==> src/rtl/ucsbece154a_pwrmgr_pkg.sv <==
// ucsbece154a_pwrmgr_pkg
//   Shared constants for the power manager: FSM state encodings (2-bit,
//   kept next to the controller state constants) and wake-source codes.
//   Also carries a small helper that folds the two wake events into the
//   2-bit wake-source code.
package ucsbece154a_pwrmgr_pkg;

  typedef enum logic [1:0] {
    pwrmgr_ACTIVE = 2'b00,
    pwrmgr_DRAIN  = 2'b01,
    pwrmgr_SLEEP  = 2'b10,
    pwrmgr_WAKE   = 2'b11
  } pwrmgr_state_e;

  localparam logic [1:0] WAKE_SRC_NONE  = 2'b00;
  localparam logic [1:0] WAKE_SRC_PIN   = 2'b01;
  localparam logic [1:0] WAKE_SRC_TIMER = 2'b10;
  localparam logic [1:0] WAKE_SRC_BOTH  = 2'b11;

  // Bit 0 = pin, bit 1 = timer, so simultaneous events give BOTH.
  function automatic logic [1:0] wake_src_code(input logic pin_evt,
                                               input logic tmr_evt);
    logic [1:0] code;
    code = WAKE_SRC_NONE;
    if (pin_evt) code = code | WAKE_SRC_PIN;
    if (tmr_evt) code = code | WAKE_SRC_TIMER;
    return code;
  endfunction

endpackage

==> src/rtl/ucsbece154a_sync2.sv <==
// ucsbece154a_sync2
//   Two-flop synchronizer for asynchronous single-bit inputs, with a
//   synchronous active-high reset to 0. Reusable for any async IoT input.
// Ports:
//   clk    in  clock
//   reset  in  synchronous, active-high reset
//   d_i    in  asynchronous input
//   q_o    out synchronized copy of d_i (two cycles of latency)
module ucsbece154a_sync2 (
  input  logic clk,
  input  logic reset,
  input  logic d_i,
  output logic q_o
);

  logic meta_q;
  logic sync_q;

  always_ff @(posedge clk) begin
    if (reset) begin
      meta_q <= 1'b0;
      sync_q <= 1'b0;
    end else begin
      meta_q <= d_i;
      sync_q <= meta_q;
    end
  end

  assign q_o = sync_q;

endmodule

==> src/rtl/ucsbece154a_pwrmgr.sv <==
// ucsbece154a_pwrmgr
//   Power manager for the multicycle RISC-V core. Consumes the controller's
//   sleep request, lets in-flight writes drain, gates the datapath clock
//   enable while asleep, and resumes on a synchronized wake-pin rising edge
//   or (when PWRMGR_TIMER_EN is defined) a programmable cycle timer. The
//   wake is returned as a one-cycle pulse in the first ACTIVE cycle.
//
// Configuration macro:
//   PWRMGR_TIMER_EN  defined   -> timer wake present
//                    undefined -> timer removed, wake_timeout_i ignored,
//                                 only the pin wakes, wake_src_o[1] = 0
// Ports:
//   clk             in   clock
//   reset           in   synchronous, active-high reset
//   sleep_req_i     in   sleep request pulse from the controller
//   wake_timeout_i  in   sleep duration in cycles, 0 disables the timer
//   wake_pin_i      in   asynchronous wake pin, rising-edge sensitive
//   clk_en_o        out  datapath/controller clock enable
//   wake_o          out  one-cycle wake pulse to the controller
//   sleeping_o      out  high in SLEEP and WAKE
//   wake_src_o      out  01 pin, 10 timer, 11 both
//   sleep_cycles_o  out  cumulative SLEEP cycles, saturating
//   state_o         out  current FSM state (debug observation)
//
// Handshake: sleep_req_i is a single-cycle strobe with no ready; it is
// accepted only in ACTIVE and ignored in every other state. wake_o is a
// single-cycle strobe that always coincides with clk_en_o = 1.
module ucsbece154a_pwrmgr
  import ucsbece154a_pwrmgr_pkg::*;
#(
  parameter int TIMER_W       = 16,
  parameter int CNT_W         = 32,
  parameter int DRAIN_CYCLES  = 2,
  parameter int WARMUP_CYCLES = 4
) (
  input  logic               clk,
  input  logic               reset,
  input  logic               sleep_req_i,
  input  logic [TIMER_W-1:0] wake_timeout_i,
  input  logic               wake_pin_i,
  output logic               clk_en_o,
  output logic               wake_o,
  output logic               sleeping_o,
  output logic [1:0]         wake_src_o,
  output logic [CNT_W-1:0]   sleep_cycles_o,
  output logic [1:0]         state_o
);

  // One phase counter serves both DRAIN and WAKE; size it for the longer.
  localparam int PH_MAX = (DRAIN_CYCLES > WARMUP_CYCLES) ? DRAIN_CYCLES
                                                          : WARMUP_CYCLES;
  localparam int PH_W   = $clog2(PH_MAX + 1);
  localparam logic [PH_W-1:0] DRAIN_LAST  = PH_W'(DRAIN_CYCLES - 1);
  localparam logic [PH_W-1:0] WARMUP_LAST = PH_W'(WARMUP_CYCLES - 1);

  pwrmgr_state_e      state_q, state_d;
  logic [PH_W-1:0]    ph_q, ph_d;
  logic [1:0]         wake_src_q, wake_src_d;
  logic [CNT_W-1:0]   sleep_cycles_q, sleep_cycles_d;
  logic               clk_en_q, clk_en_d;
  logic               wake_q, wake_d;
  logic               sleeping_q, sleeping_d;
  logic               pin_prev_q;

  logic               pin_sync;
  logic               pin_edge;
  logic               timer_hit;

  ucsbece154a_sync2 u_pin_sync (
    .clk   (clk),
    .reset (reset),
    .d_i   (wake_pin_i),
    .q_o   (pin_sync)
  );

  // Edge detect runs in every state; only DRAIN and SLEEP act on it.
  assign pin_edge = pin_sync & ~pin_prev_q;

`ifdef PWRMGR_TIMER_EN
  logic [TIMER_W-1:0] timer_q, timer_d;

  // Wake fires on the 1 -> 0 step; a zero timer never fires.
  assign timer_hit = (state_q == pwrmgr_SLEEP) &&
                     (timer_q == TIMER_W'(1));
`else
  logic unused_wake_timeout;

  assign unused_wake_timeout = ^wake_timeout_i;
  assign timer_hit           = 1'b0;
`endif

  always_comb begin
    state_d        = state_q;
    ph_d           = ph_q;
    wake_src_d     = wake_src_q;
    sleep_cycles_d = sleep_cycles_q;
    wake_d         = 1'b0;
`ifdef PWRMGR_TIMER_EN
    timer_d        = timer_q;
`endif

    case (state_q)
      pwrmgr_ACTIVE: begin
        if (sleep_req_i) begin
          state_d    = pwrmgr_DRAIN;
          ph_d       = '0;
          wake_src_d = WAKE_SRC_NONE;
`ifdef PWRMGR_TIMER_EN
          timer_d    = wake_timeout_i;
`endif
        end
      end

      pwrmgr_DRAIN: begin
        // A pin edge here is remembered so SLEEP is skipped entirely.
        if (pin_edge) wake_src_d = WAKE_SRC_PIN;
        if (ph_q == DRAIN_LAST) begin
          ph_d    = '0;
          state_d = (wake_src_q[0] | pin_edge) ? pwrmgr_WAKE : pwrmgr_SLEEP;
        end else begin
          ph_d = ph_q + PH_W'(1);
        end
      end

      pwrmgr_SLEEP: begin
        if (sleep_cycles_q != {CNT_W{1'b1}})
          sleep_cycles_d = sleep_cycles_q + CNT_W'(1);
`ifdef PWRMGR_TIMER_EN
        if (timer_q != '0) timer_d = timer_q - TIMER_W'(1);
`endif
        if (pin_edge || timer_hit) begin
          state_d    = pwrmgr_WAKE;
          ph_d       = '0;
          wake_src_d = wake_src_code(pin_edge, timer_hit);
        end
      end

      pwrmgr_WAKE: begin
        if (ph_q == WARMUP_LAST) begin
          state_d = pwrmgr_ACTIVE;
          ph_d    = '0;
          wake_d  = 1'b1;
        end else begin
          ph_d = ph_q + PH_W'(1);
        end
      end

      default: begin
        state_d = pwrmgr_ACTIVE;
        ph_d    = '0;
      end
    endcase

    // Outputs are registered copies of what the next state implies.
    clk_en_d   = (state_d == pwrmgr_ACTIVE) || (state_d == pwrmgr_DRAIN);
    sleeping_d = (state_d == pwrmgr_SLEEP)  || (state_d == pwrmgr_WAKE);
  end

  always_ff @(posedge clk) begin
    if (reset) begin
      state_q        <= pwrmgr_ACTIVE;
      ph_q           <= '0;
      wake_src_q     <= WAKE_SRC_NONE;
      sleep_cycles_q <= '0;
      clk_en_q       <= 1'b1;
      wake_q         <= 1'b0;
      sleeping_q     <= 1'b0;
      pin_prev_q     <= 1'b0;
`ifdef PWRMGR_TIMER_EN
      timer_q        <= '0;
`endif
    end else begin
      state_q        <= state_d;
      ph_q           <= ph_d;
      wake_src_q     <= wake_src_d;
      sleep_cycles_q <= sleep_cycles_d;
      clk_en_q       <= clk_en_d;
      wake_q         <= wake_d;
      sleeping_q     <= sleeping_d;
      pin_prev_q     <= pin_sync;
`ifdef PWRMGR_TIMER_EN
      timer_q        <= timer_d;
`endif
    end
  end

  assign clk_en_o       = clk_en_q;
  assign wake_o         = wake_q;
  assign sleeping_o     = sleeping_q;
  assign wake_src_o     = wake_src_q;
  assign sleep_cycles_o = sleep_cycles_q;
  assign state_o        = state_q;

endmodule

==> config.mk <==
export PLATFORM = sky130hd
export DESIGN_NAME = ucsbece154a_pwrmgr
export DESIGN_NICKNAME = d
export VERILOG_FILES = /design/src/rtl/ucsbece154a_pwrmgr_pkg.sv /design/src/rtl/ucsbece154a_sync2.sv /design/src/rtl/ucsbece154a_pwrmgr.sv
export SDC_FILE = /design/constraint.sdc
export NUM_CORES = 1
export LEC_CHECK = 0
export CAP_MARGIN = 15
export CELL_PAD_IN_SITES_DETAIL_PLACEMENT = 0
export CELL_PAD_IN_SITES_GLOBAL_PLACEMENT = 2
export CORE_AREA = 2 2 97 99
export DETAILED_ROUTE_END_ITERATION = 6
export DIE_AREA = 0 0 99 101
export PLACE_DENSITY_LB_ADDON = 0.1
export REMOVE_ABC_BUFFERS = 1
export SYNTH_ARGS = -nofsm -noshare
export SYNTH_HDL_FRONTEND = slang
export SYNTH_SLANG_ARGS = --single-unit
==> constraint.sdc <==
create_clock -name clk -period 2.15 [get_ports clk]
set_input_delay 0.5375 -clock clk [delete_from_list [all_inputs] [get_ports clk]]
set_output_delay 0.5375 -clock clk [all_outputs]
set_load 0.05 [all_outputs]
==> impl_metrics.ini <==
[layout]
nNetsFinal = 366
final_cell_area_sq_mm = 0.003193
area_growth_pct = 40.22
drive_above_1_share_pct = 22.85
diodes = 0

[detailed_routing]
first_iter_violations = 36
wire_per_inst_um = 13.66
drt-pass1-iter-count = 4
ant_nets = 0
viasPerCell = 4.826
wl_mm = 6.120
num_vias = 2162
drc = 0

[timing]
grt_setup_unrepaired = no
tns_ns = 0
hold_viol_final = 0
worst_slack_ns = 0.06264
post-route-period-util_pct = 97.09
post-route-min-period_ns = 2.087
setup_viol = 0
slew_violations = 0
clock_skew_ns = 0.003686
worstMarginPinSlew_ns = 0.5698
max-slew-margin-rel_pct = 61.03
max_freq_mhz = 479.1

[setup_path]
crit_required_ns = 1.61
ff2ff_path_depth = 6
crit_chain = clkdlybuf4s50_1
cp.depth = 1
rrSetupSlack_ns = 0.09
timing.rr.end = sleep_cycles_o[29]
critical_path.max_stage_delay_ns = 0.84
critPathKind = flop to output pin
cp_max_fo = 6
crit_path_top_delay_cell = clkdlybuf4s50_1
cp-start-kind = flop
reg2reg_from = sleep_cycles_o[12]
path_delay_family = buffers and inverters
critical_path_arrival_ns = 1.55
critPathCaptureType = output pin
path_buf_inv = 1

[logic_synthesis]
syn_inst = 262
yosysSeqAreaShare_pct = 38.68
synth-edff-count = 0
yosys.area.top_type = dfxtp_1
synth.distinct_cells = 47
synthFlopType = dfxtp_1
ys_warn_count = 0
yosysTopAreaCellShare_pct = 38.68
netlist_top_cells_area = dfxtp_1, ha_1, a21oi_1
syn_area_sq_mm = 0.002277
ys_ff_latch = 44
avgSynthCellArea_sq_um = 8.692
async_flop_share_pct = 0

[clock_tree]
cts_root_buf = clkbuf_8
path_clk_slew_ns = 0.09
htreeDepth = 2
post-cts-setup-buffers = 0
cts_buffer_depth = 2
cts_tree = done
ctsResizeCount = 0
cts-hold-fix-buffers = 0
cts.sinks = 44
cts_made_buffers = 5
clk_latency_ns = 0.29

[floorplanning]
dieArea_sq_mm = 0.009999
boundaryPins = 59
rows = 35
core-area_sq_mm = 0.008977
start_util_pct = 25.37
die_x_um = 99
die_h_um = 101

[power]
power_density_mw_per_mm2 = 572.9
irDropWorstVdd_mv = 0.2872
p_int_w = 0.001452
netSwitchingFraction_pct = 20.61
p_sw_w = 0.0003770
p_clk_share_pct = 48.0
p_seq_share_pct = 45.3
pwr-share-comb_pct = 6.7
p_leak_nw = 1.280

[global_routing]
antenna_found_initial = 0
grt_max_degree = 35
track_usage_pct = 12.61
grt_pass1_vias = 2071
grt-ovfl-total = 0
grt_pass1_wl_mm = 10.07

[placed_design]
hpwl_mm = 4.513
port_buffers = 41
place.gp.congestion = 0.7437
pre_cts_slack_ns = 0.02954
dpl_cell_area_sq_mm = 0.003013

[run]
cap_viol_max_count = 0

[hold_path]
hold_path_end = u_pin_sync.q_o
min_from = u_pin_sync.meta_q
worst_hold_path_type = flop to flop
whs_path_depth = 1

[status]
status = finished clean
-- through the flow --
stage	hold WS [ns]	cells	total power [W]	utilization, %
2_1_floorplan	0.4138	250	0.0009148	-
3_3_place_gp	0.4378	440	0.0009726	33.56
3_5_place_dp	0.4322	440	0.0009709	33.56
4_1_cts	0.4585	448	0.001861	35.33
5_1_grt	0.4784	448	0.001913	35.57
6_report	0.4532	448	0.001829	35.57
-- cell families (layout without fill, tap and decap cells) --
kind of cell	Yosys count	in the layout	share of synthesized area, %
mux	4	4	1.923
flops	44	44	38.68
simple gates	113	113	29.51
buf+inv	21	96	4.505
compound gates	63	63	17.42
xor+xnor	6	6	2.308
other cells	1	1	0.1647
fa+ha+maj	10	10	5.495
-- worst reg2reg max path, cell delays in order (launching register included) --
cell	delay, ns
dfxtp_1	0.34
and4_1	0.28
and3_4	0.24
a41o_2	0.29
buf_4	0.18
or4b_1	0.53
a21oi_2	0.15
-- worst max-delay path by stage --
| stage | startpoint | end | slack, ns |
|---|---|---|---|
| after floorplan | sleep_cycles_o[21] | sleep_cycles_o[11] | -0.60 |
| after CTS | sleep_cycles_o[0] | sleep_cycles_o[28] | 0.02 |
| after detailed placement | sleep_cycles_o[0] | sleep_cycles_o[28] | 0.03 |
| after global routing | sleep_cycles_o[3] | sleep_cycles_o[3] | 0.005 |
| after global placement | sleep_cycles_o[0] | sleep_cycles_o[28] | 0.04 |
| final | sleep_cycles_o[18] | sleep_cycles_o[18] | 0.06 |
-- synthesized netlist by cell type (3+ instances only) --
cell and count:
dfxtp_1 44, a21oi_1 22, nor2_1 22, nand2_1 17, o21ai_0 12, ha_1 10
nand4_1 10, inv_1 9, nor2b_1 9, or3_1 9, o31ai_1 8, or4_1 8
and3_1 7, buf_4 6, nand3_1 6, nor3_1 6, a211oi_1 5, clkbuf_1 5
xnor2_1 5, and4_1 4, a31oi_1 3, o311ai_0 3, o41ai_1 3
-- layer usage --
layer  track usage [%]  vias up  part of all wire, %
met5                 0        -                    0
met4             3.161        0                 0.82
met3             2.635        4                  3.2
met2             21.05       30                   47
met1             16.65     1008                   49
li1                  -     1120                    -
-- area by class of cell --
class | instances | area, sq um
Fill cell | 971 | 5784
Multi-Input combinational cell | 197 | 1305
Sequential cell | 44 | 880.8
Timing Repair Buffer | 79 | 675.6
Tap cell | 111 | 138.9
Clock inverter | 3 | 90.09
Clock buffer | 5 | 68.82
Inverter | 9 | 33.78
-- cell usage in the layout, fill, tap and decap left out, types with 5 or more instances in the layout --
cell | synthesis | routed
buf_4 | 6 | 54
inv_1 | 9 | 9
xnor2_1 | 5 | 5
or3_1 | 9 | 9
o31ai_1 | 8 | 8
nor2_1 | 22 | 22
or4_1 | 8 | 8
a211oi_1 | 5 | 5
dfxtp_1 | 44 | 44
nand2_1 | 17 | 17
ha_1 | 10 | 10
nand3_1 | 6 | 6
nor2b_1 | 9 | 9
clkdlybuf4s50_1 | 0 | 20
o21ai_0 | 12 | 12
and3_1 | 7 | 7
nor3_1 | 6 | 5
nand4_1 | 10 | 10
a21oi_1 | 22 | 21
clkbuf_8 | 0 | 5
-- sequential cells by signal (all words and copies together), names as in the netlist --
| signal | count |
|---|---|
| clk_en_o | 1 |
| ph_q | 3 |
| pin_prev_q | 1 |
| sleep_cycles_o | 32 |
| sleeping_o | 1 |
| state_o | 2 |
| u_pin_sync.meta_q | 1 |
| u_pin_sync.q_o | 1 |
| wake_o | 1 |
| wake_src_o | 1 |
-- power groups by stage --
stage	Sequential [W]	Combinational, W	Clock (W)
6_report	0.000829	0.000122	0.000879
5_1_grt	0.000831	0.000137	0.000945
4_1_cts	0.000829	0.000123	0.000909
3_5_place_dp	0.000848	0.000123	0
3_3_place_gp	0.000848	0.000125	0
2_1_floorplan	0.000861	0.0000536	0
Power figures use the tool's default switching activity.
